<file path="config.mk">
export PLATFORM = sky130hd
export DESIGN_NAME = stopwatch_ctrl
export DESIGN_NICKNAME = d
export VERILOG_FILES = /design/src/rtl/stopwatch_pkg.sv /design/src/rtl/lap_ring.sv /design/src/rtl/stopwatch_ctrl.sv
export SDC_FILE = /design/constraint.sdc
export NUM_CORES = 1
export LEC_CHECK = 0
export CORE_MARGIN = 5
export CORE_UTILIZATION = 53
export DETAILED_ROUTE_END_ITERATION = 8
export PLACE_DENSITY_LB_ADDON = 0.3
export SETUP_SLACK_MARGIN = 0.15
export SYNTH_ARGS = -nofsm -noshare
export SYNTH_HDL_FRONTEND = slang
export SYNTH_HIERARCHICAL = 1
export SYNTH_SLANG_ARGS = --single-unit
</file>
<file path="constraint.sdc">
create_clock -name mclk -period 3.3 [get_ports mclk]
set_input_delay 0.495 -clock mclk [delete_from_list [all_inputs] [get_ports mclk]]
set_output_delay 0.495 -clock mclk [all_outputs]
set_load 0.01 [all_outputs]
</file>
<file path="src/rtl/stopwatch_pkg.sv">
`default_nettype none
// +----------------------------------------------------------------------+
// | stopwatch_pkg : shared state codes and time-triple type for the       |
// |                 stopwatch controller.            Revision: 1.0        |
// +----------------------------------------------------------------------+
package stopwatch_pkg;

    localparam int TIME_W = 8;

    typedef struct packed {
        logic [TIME_W-1:0] m;
        logic [TIME_W-1:0] s;
        logic [TIME_W-1:0] ms;
    } time_t;

    typedef enum logic [2:0] {
        ST_IDLE   = 3'd0,
        ST_RUN    = 3'd1,
        ST_PAUSE  = 3'd2,
        ST_SPLIT  = 3'd3,
        ST_RECALL = 3'd4
    } state_t;

endpackage : stopwatch_pkg
`default_nettype wire

</file>
<file path="src/rtl/lap_ring.sv">
`default_nettype none
// +----------------------------------------------------------------------+
// | lap_ring : DEPTH-entry ring of lap snapshots with wrapping write      |
// |            pointer, saturating count and combinational read.  Rev 1.0 |
// +----------------------------------------------------------------------+
module lap_ring
    import stopwatch_pkg::*;
#(
    parameter int DEPTH = 4,
    parameter int IW    = $clog2(DEPTH),
    parameter int CW    = $clog2(DEPTH + 1)
) (
    input  logic          clk,
    input  logic          rst,
    input  logic          clr_i,
    input  logic          wr_i,
    input  time_t         wdata_i,
    input  logic [IW-1:0] rd_idx_i,
    output time_t         rd_data_o,
    output logic [CW-1:0] cnt_o,
    output logic [IW-1:0] wr_ptr_o
);

    time_t         mem_q [DEPTH];
    logic [IW-1:0] wr_ptr_q;
    logic [CW-1:0] cnt_q;

    always_ff @(posedge clk or posedge rst) begin
        if (rst) begin
            for (int i = 0; i < DEPTH; i++) mem_q[i] <= '0;
            wr_ptr_q <= '0;
            cnt_q    <= '0;
        end else if (clr_i) begin
            for (int i = 0; i < DEPTH; i++) mem_q[i] <= '0;
            wr_ptr_q <= '0;
            cnt_q    <= '0;
        end else if (wr_i) begin
            // DEPTH is a power of two, so the pointer wraps by natural overflow
            mem_q[wr_ptr_q] <= wdata_i;
            wr_ptr_q        <= wr_ptr_q + IW'(1);
            if (cnt_q != CW'(DEPTH)) cnt_q <= cnt_q + CW'(1);
        end
    end

    assign rd_data_o = mem_q[rd_idx_i];
    assign cnt_o     = cnt_q;
    assign wr_ptr_o  = wr_ptr_q;

endmodule : lap_ring
`default_nettype wire

</file>
<file path="src/rtl/stopwatch_ctrl.sv">
`default_nettype none
// +----------------------------------------------------------------------+
// | stopwatch_ctrl : run/pause/split/recall sequencer and display source  |
// |                  select for the stopwatch timer.     Revision: 1.0    |
// +----------------------------------------------------------------------+
module stopwatch_ctrl
    import stopwatch_pkg::*;
#(
    parameter  int LAP_DEPTH  = 4,
    parameter  int HOLD_TICKS = 200,
    localparam int CW         = $clog2(LAP_DEPTH + 1),
    localparam int IW         = $clog2(LAP_DEPTH)
) (
    input  logic              mclk,
    input  logic              rst,
    input  logic              tick,
    input  logic              btn_ss,
    input  logic              btn_lap,
    input  logic              btn_clr,
    input  logic [TIME_W-1:0] cur_ms,
    input  logic [TIME_W-1:0] cur_s,
    input  logic [TIME_W-1:0] cur_m,
    output logic              cnt_en,
    output logic              cnt_clr,
    output logic [TIME_W-1:0] disp_ms,
    output logic [TIME_W-1:0] disp_s,
    output logic [TIME_W-1:0] disp_m,
    output logic [2:0]        state,
    output logic [CW-1:0]     lap_cnt,
    output logic [IW-1:0]     lap_idx,
    output logic              hold_led
);

    localparam int            HW          = $clog2(HOLD_TICKS + 1);
    localparam logic [HW-1:0] HOLD_RELOAD = HW'(HOLD_TICKS - 1);

    state_t        state_q, state_d;
    logic [HW-1:0] hold_q, hold_d;
    logic [IW-1:0] lap_idx_q, lap_idx_d;
    logic [CW-1:0] rstep_q, rstep_d;
    logic          cnt_clr_q;
    time_t         disp_q, disp_d;

    logic          w_ss, w_lap, w_cap, w_clr_acc;
    logic [IW-1:0] w_wr_ptr, w_newest, w_rd_idx;
    logic [CW-1:0] w_lap_cnt;
    time_t         w_cur, w_rd_data;

    // clr outranks ss outranks lap; a masked pulse has no effect at all
    assign w_ss     = btn_ss  & ~btn_clr;
    assign w_lap    = btn_lap & ~btn_ss & ~btn_clr;
    assign w_cur    = {cur_m, cur_s, cur_ms};
    assign w_newest = w_wr_ptr - IW'(1);
    assign w_rd_idx = (state_q == ST_RECALL) ? lap_idx_q : w_newest;

    lap_ring #(
        .DEPTH (LAP_DEPTH),
        .IW    (IW),
        .CW    (CW)
    ) u_lap_ring (
        .clk       (mclk),
        .rst       (rst),
        .clr_i     (w_clr_acc),
        .wr_i      (w_cap),
        .wdata_i   (w_cur),
        .rd_idx_i  (w_rd_idx),
        .rd_data_o (w_rd_data),
        .cnt_o     (w_lap_cnt),
        .wr_ptr_o  (w_wr_ptr)
    );

    always_comb begin
        state_d   = state_q;
        hold_d    = hold_q;
        lap_idx_d = lap_idx_q;
        rstep_d   = rstep_q;
        w_cap     = 1'b0;
        w_clr_acc = 1'b0;
        case (state_q)
            ST_IDLE: begin
                if (btn_clr)   w_clr_acc = 1'b1;
                else if (w_ss) state_d   = ST_RUN;
            end
            ST_RUN: begin
                if (w_ss) begin
                    state_d = ST_PAUSE;
                end else if (w_lap) begin
                    w_cap   = 1'b1;
                    hold_d  = HOLD_RELOAD;
                    state_d = ST_SPLIT;
                end
            end
            ST_SPLIT: begin
                if (w_ss) begin
                    state_d = ST_PAUSE;
                end else if (w_lap) begin
                    w_cap  = 1'b1;
                    hold_d = HOLD_RELOAD;
                end else if (tick) begin
                    if (hold_q == '0) state_d = ST_RUN;
                    else              hold_d  = hold_q - HW'(1);
                end
            end
            ST_PAUSE: begin
                if (btn_clr) begin
                    w_clr_acc = 1'b1;
                    state_d   = ST_IDLE;
                end else if (w_ss) begin
                    state_d = ST_RUN;
                end else if (w_lap && (w_lap_cnt != '0)) begin
                    state_d   = ST_RECALL;
                    lap_idx_d = w_newest;
                    rstep_d   = '0;
                end
            end
            ST_RECALL: begin
                if (btn_clr) begin
                    w_clr_acc = 1'b1;
                    state_d   = ST_IDLE;
                end else if (w_ss) begin
                    state_d = ST_PAUSE;
                end else if (w_lap) begin
                    // only valid slots are visited; after the oldest, go back to the newest
                    if (rstep_q == w_lap_cnt - CW'(1)) begin
                        lap_idx_d = w_newest;
                        rstep_d   = '0;
                    end else begin
                        lap_idx_d = lap_idx_q - IW'(1);
                        rstep_d   = rstep_q + CW'(1);
                    end
                end
            end
            default: state_d = ST_IDLE;
        endcase
    end

    assign disp_d = ((state_q == ST_SPLIT) || (state_q == ST_RECALL)) ? w_rd_data : w_cur;

    always_ff @(posedge mclk or posedge rst) begin
        if (rst) begin
            state_q   <= ST_IDLE;
            hold_q    <= '0;
            lap_idx_q <= '0;
            rstep_q   <= '0;
            cnt_clr_q <= 1'b0;
            disp_q    <= '0;
        end else begin
            state_q   <= state_d;
            hold_q    <= hold_d;
            lap_idx_q <= lap_idx_d;
            rstep_q   <= rstep_d;
            cnt_clr_q <= w_clr_acc;
            disp_q    <= disp_d;
        end
    end

    assign state    = state_q;
    assign cnt_en   = (state_q == ST_RUN) || (state_q == ST_SPLIT);
    assign hold_led = (state_q == ST_SPLIT) || (state_q == ST_RECALL);
    assign cnt_clr  = cnt_clr_q;
    assign disp_m   = disp_q.m;
    assign disp_s   = disp_q.s;
    assign disp_ms  = disp_q.ms;
    assign lap_cnt  = w_lap_cnt;
    assign lap_idx  = lap_idx_q;

endmodule : stopwatch_ctrl
`default_nettype wire

</file>
==> impl_metrics.csv, run 1 <==
group,metric,value,unit
outcome,status,"finished, final reports clean",
clock_network,ctsResizeCount,0,
sta,fin_ws,0.619,ns
sta,slew_viol_final,0,
cells_and_area,layout.nets,746,
synth,synthXorXnorAreaFrac,0.0104,
global_route,grt_max_degree,108,
sta,final-setup-viol-count,0,
sta,worstMarginPinSlew,1.07,ns
global_route,grt-ovfl-total,0,
power,power_frac_clock,0.256,
sta,finalCriticalPeriod,2.68,ns
route,vias,5385,
power,leakage,3.85,nW
sta,finClkSkew,0.00582,ns
clock_network,worstSkewPairLatency,0.42,ns
clock_network,cts_root_buffer,"clkbuf_16",
route,avgRoutedWirePerCell,18.6,µm
route,drtPass1Iterations,5,
power,swShare,0.326,
synth,synth.distinct_cells,51,
worst_hold_path,min_from,"hold_q[6]",
sta,max_slew_margin,0.284,
sta,rsz0062_at_grt,"false",
place,gp_congestion,0.822,
sta,final_hold_viol_count,0,
critical_path,crit_path_start_kind,"flip-flop",
flow_run,maxCapViolCount,0,
cells_and_area,fillCellCount,1101,
cells_and_area,design_area,8900,µm²
synth,ys_seq_area_frac,0.468,
cells_and_area,drive_above_1_share,0.256,
critical_path,critical_path_class,"reg -> out",
route,wl,16.7,mm
cells_and_area,antenna_cells,0,
route,drtIter0Drc,452,
critical_path,r2r_end,"disp_ms[3]",
sta,max_freq,373,MHz
cells_and_area,syn2layout_area_growth,17.2,%
cells_and_area,utilization,0.636,
critical_path,reg2reg_depth,5,
route,via_per_inst,6.00,
critical_path,rrSetupSlack,0.72,ns
floorplan,core,14000,µm²
power,power.density,880,nW/µm²
clock_network,cts_inserted_buffers,17,
power,pwr-share-seq,0.340,
clock_network,post_cts_buffers,0,
global_route,grt_antenna_before_repair,0,
floorplan,die_h,130,µm
place,placed_area,8280,µm²
synth,async_flop_share,1.00,
place,placement.io_buffers,64,
clock_network,ctsHoldBuffers,0,
synth,synth_compound_area_frac,0.226,
route,drc,0,
synth,ys_warn_count,6,
clock_network,clockBufferDepth,2,
clock_network,cts_tree,"yes",
cells_and_area,mostFrequentLayoutCell,"dfrtp_1",
synth,synth_area,7590,µm²
synth,synthAdderAreaFrac,0.0181,
power,ir_worst_vdd,0.526,mV
global_route,grt_usage,0.208,
power,p_switching,0.00255,W
synth,synth_top_family_by_area,"compound AO/OA/AOI/OAI gates",
floorplan,die_area,16800,µm²
worst_hold_path,min_path_cells,1,
worst_hold_path,min_to,"hold_q[6]",
synth,synth_edf_count,0,
power,combPwrFrac,0.405,
sta,period_share,0.813,
power,internal_power,0.00527,W
synth,ys_seq_elements,142,
floorplan,rows,43,
clock_network,path_clk_slew,0.06,ns
worst_hold_path,hold_path_class,"reg -> reg",
critical_path,crit_path_end_kind,"output pin",
synth,synth_fp_nets,717,
global_route,grt_pass1_vias,5378,
synth,syn_inst,676,
floorplan,die_x,130,µm
floorplan,num_io_pins,65,
synth,synth_flop_cell,"dfrtp_1",
synth,yosys.area_share.simple,0.102,
critical_path,r2r_start,"state[0]",
place,dp_slack,0.388,ns
cells_and_area,final_cell_mix,"142 x dfrtp_1, 107 x a21oi_1, 96 x nand3_1, 82 x a21bo_2, 64 x clkdlybuf4s50_1",
sta,final.setup.tns,0,ns
floorplan,start_util,0.543,
global_route,grt_pass1_wl,28.0,mm
critical_path,cp.arrival,2.19,ns
critical_path,worstPathRequired,2.80,ns
place,dp_hpwl,9.90,mm
synth,syn_avg_cell_area,11.2,µm²
synth,synth.area.mux_share,0.119,
route,ant_nets,0,
clock_network,htreeDepth,4,
clock_network,cts.sinks,142,
critical_path,path_max_fanout,11,
-- worst max-delay path, cell delays in order (launching register included) --
cell and delay (ns):
dfrtp_1 0.53, and2b_1 0.36, nand2_1 0.12, nand2_1 0.18, clkdlybuf4s50_1 0.58
-- how the worst max path moves through the flow --
stage / from / end / slack [ns] / depth (start not counted)
floorplan: rst / u_lap_ring/cnt_o[0] / 0.16 / 1
global placement: btn_ss / u_lap_ring/mem_q[14] / 0.44 / 6
detailed placement: btn_ss / u_lap_ring/mem_q[71] / 0.39 / 6
CTS: state[2] / hold_led / 0.59 / 4
global route: state[2] / hold_led / 0.53 / 4
finish: state[2] / hold_led / 0.62 / 4
-- through the flow --
stage               instances  hold slack [ns]  total power, W
floorplan                 676            0.451         0.00486
global placement          866            0.475         0.00572
detailed placement        866            0.490         0.00585
CTS                       898            0.511         0.00789
global route              898            0.529         0.00828
finish                    898            0.506         0.00783
-- Yosys cell counts (all sizes together), types with 2 or more instances --
cell / instances / area [µm²]
nand2b: 9 / 56.3
nand3: 96 / 480
a211oi: 2 / 15.0
clkbuf: 21 / 78.8
xor2: 4 / 35.0
a31oi: 8 / 50.1
ha: 11 / 138
nand2: 9 / 33.8
mux2i: 3 / 30.0
inv: 13 / 48.8
nor4: 3 / 25.0
a2111oi: 2 / 17.5
mux4: 24 / 556
o21ai: 4 / 20.0
mux2: 28 / 319
xnor2: 5 / 43.8
nor3: 3 / 15.0
buf: 45 / 298
dfrtp: 142 / 3550
a21bo: 96 / 961
nor2b: 7 / 43.8
a221oi: 2 / 17.5
a21oi: 108 / 541
nor2: 12 / 45.0
-- cell type report --
| cell class | instances | area [µm²] | share of cell area |
|---|---|---|---|
| repair buffers | 76 | 781 | 0.0877 |
| clock buffers | 27 | 523 | 0.0588 |
| inverters | 13 | 51.3 | 0.00576 |
| well taps | 180 | 225 | 0.0253 |
| multi-input cells | 455 | 3660 | 0.412 |
| clock inverters | 5 | 100 | 0.0112 |
| flip-flops and latches | 142 | 3550 | 0.399 |
-- sequential cells by signal (all words and copies together) (netlist names) --
signal               flops
rstep_q                  3
state                    3
cnt_clr                  1
u_lap_ring/wr_ptr_o      2
u_lap_ring/cnt_o         3
disp_ms                  8
hold_q                   8
disp_m                   8
disp_s                   8
lap_idx                  2
u_lap_ring/mem_q        96
-- power groups by stage --
| stage | logic (W) | clock network, W | registers, W |
|---|---|---|---|
| floorplan | 0.00220 | 0 | 0.00266 |
| global placement | 0.00308 | 0 | 0.00264 |
| detailed placement | 0.00317 | 0 | 0.00268 |
| CTS | 0.00319 | 0.00204 | 0.00266 |
| global route | 0.00343 | 0.00212 | 0.00273 |
| finish | 0.00317 | 0.00200 | 0.00266 |
-- cells by family after synthesis --
logic type / Yosys count
AOI/OAI and AO/OA: 231
xor gates and xnor gates: 9
DFF: 142
buffers and inverters: 79
muxes: 55
and+or+nand+nor: 149
adders and majority gates: 11
-- metal layers --
layer | up-vias | wire length [µm] | GRT usage
met5 | - | 0 | 0
met2 | 117 | 8450 | 0.337
met1 | 2714 | 7340 | 0.283
met4 | 0 | 241 | 0.0740
li1 | 2535 | - | -
met3 | 19 | 673 | 0.0413
No activity file was read; power rests on OpenSTA's default activity.
==> run 2: changes to the inputs <==
==> constraint.sdc (replaced) <==
create_clock -name mclk -period 2.4 [get_ports mclk]
set_input_delay 0.36 -clock mclk [delete_from_list [all_inputs] [get_ports mclk]]
set_output_delay 0.36 -clock mclk [all_outputs]
set_load 0.01 [all_outputs]
==> impl_metrics.csv, run 2 (synthesis results as in run 1) <==
group,metric,value,unit
floorplan,rows,43,
critical_path,slowest_delay,0.39,ns
sta,rsz0062_at_grt,"false",
cells_and_area,layout.nets,770,
floorplan,die_area,16800,µm²
flow_run,maxCapViolCount,0,
power,leakage,3.94,nW
critical_path,path_max_fanout,6,
route,top_layer,"met4",
clock_network,post_cts_buffers,0,
critical_path,path_cells,"nor2_1, and2_2, nand2_2, o21ai_2, mux4_2, mux2_2",
global_route,grt-ovfl-total,0,
place,dp_hpwl,10.5,mm
critical_path,worstPathRequired,2.70,ns
clock_network,cts_tree,"yes",
route,ant_nets,0,
critical_path,crit_path_start_kind,"flip-flop",
power,power.density,1170,nW/µm²
global_route,grt_max_degree,102,
global_route,grt_pass1_wl,28.8,mm
critical_path,critical_path_class,"reg -> reg",
sta,final_hold_viol_count,0,
sta,finClkSkew,0.00738,ns
route,wl,17.6,mm
critical_path,critical-path-top-delay-family,"simple AND/OR/NAND/NOR gates",
floorplan,die_x,130,µm
outcome,status,"finished, final reports clean",
route,drt-met1-wl,7.61,mm
cells_and_area,mostFrequentLayoutCell,"dfrtp_1",
place,placement.io_buffers,64,
route,vias,5582,
route,drc,0,
clock_network,cts_root_buffer,"clkbuf_16",
place,gp_congestion,0.870,
sta,finalCriticalPeriod,2.20,ns
cells_and_area,syn2layout_area_growth,19.6,%
critical_path,crit_path_end_kind,"flip-flop",
route,via_per_inst,6.05,
critical_path,cp_num_buf_inv,0,
clock_network,clockBufferDepth,2,
sta,slew_viol_final,0,
route,drtIter0Drc,425,
clock_network,ctsHoldBuffers,0,
route,drtPass1Iterations,5,
cells_and_area,top_register,"u_lap_ring/mem_q",
clock_network,htreeDepth,4,
clock_network,cts_inserted_buffers,17,
sta,final.setup.tns,0,ns
cells_and_area,final_cell_mix,"142 x dfrtp_1, 107 x a21oi_1, 96 x nand3_1, 82 x a21bo_2, 63 x clkdlybuf4s50_1",
critical_path,cp.arrival,2.50,ns
cells_and_area,largest_register_ffs,96,
floorplan,num_io_pins,65,
sta,period_share,0.917,
power,ir_worst_vdd,0.584,mV
global_route,grt_usage,0.217,
worst_hold_path,hold_path_class,"in -> async",
place,dp_slack,0.00158,ns
sta,max_slew_margin,0.570,
cells_and_area,drive_above_1_share,0.286,
sta,max_freq,454,MHz
floorplan,core,14000,µm²
floorplan,die_h,130,µm
route,avgRoutedWirePerCell,19.1,µm
sta,final-setup-viol-count,0,
global_route,grt_antenna_before_repair,0,
route,met2WireLength,8.87,mm
global_route,grt_pass1_vias,5709,
sta,worstMarginPinSlew,0.644,ns
clock_network,worstSkewPairLatency,0.42,ns
route,dr_wl_met3,771,µm
sta,fin_ws,0.198,ns
critical_path,slowest_stage,"mux4_2",
cells_and_area,antenna_cells,0,
floorplan,start_util,0.543,
clock_network,cts.sinks,142,
clock_network,path_clk_slew,0.06,ns
[run 2: cell count changes in the layout (fill, tap and decap cells not counted), sizes merged, moves of 2 or more]
cell and delta:
clkbuf -2, clkinv +4, buf +21, bufinv -3, o21ai +3, clkinvlp +2
[run 2: metal layers]
layer,vias to the layer above,global-route usage
li1,2577,-
met1,2826,0.283
met2,148,0.362
met3,31,0.0426
met4,0,0.0795
met5,-,0
[run 2: power breakdown]
part           leakage (nW)  switching, W  internal (W)
sequential             1.88      0.000414       0.00321
clock                 0.261      0.000951       0.00139
combinational          1.79       0.00227       0.00240
[run 2: layout make-up]
class	count	area, µm²
clock buffer	25	485
tap	180	225
clock inverter	7	37.5
multi-input combinational	458	3730
timing repair buffer	97	1000
fill	1101	4910
inverter	13	52.6
sequential	142	3550
[run 2: repair_timing]
action	4_1_cts	5_1_grt
cloned	1	2
endpoints found under the setup margin	25	24
pin swaps	1	1
gates resized for setup	5	4
[run 2: per-stage QoR]
stage | power [W] | hold WS [ns] | cell area, µm² | util | std cells
3_5_place_dp | 0.00816 | 0.481 | 8500 | 0.607 | 887
6_report | 0.0106 | 0.302 | 9080 | 0.649 | 922
5_1_grt | 0.0112 | 0.318 | 9080 | 0.649 | 922
2_1_floorplan | 0.00669 | 0.451 | 7600 | - | 676
4_1_cts | 0.0106 | 0.302 | 9040 | 0.647 | 920
3_3_place_gp | 0.00799 | 0.475 | 8500 | 0.607 | 887
[run 2: worst paths after layout]
path,start,endpoint,slack [ns],cells past startpoint
worst max register to register,state[0],disp_m[1],0.20,6
min in group mclk,hold_q[6],hold_q[6],0.49,1
max in group asynchronous,rst,u_lap_ring/mem_q[83],1.49,3
worst min register to register,hold_q[6],hold_q[6],0.49,1
worst max-delay path,state[0],disp_m[1],0.20,6
worst min-delay path,rst,disp_s[7],0.30,2
[run 2: worst register-to-register path, delay by kind of cell (launching register included)]
family / cells / cell delay [ns]
compound gates: 1 / 0.27
flops: 1 / 0.38
mux: 2 / 0.67
simple gates: 3 / 0.76
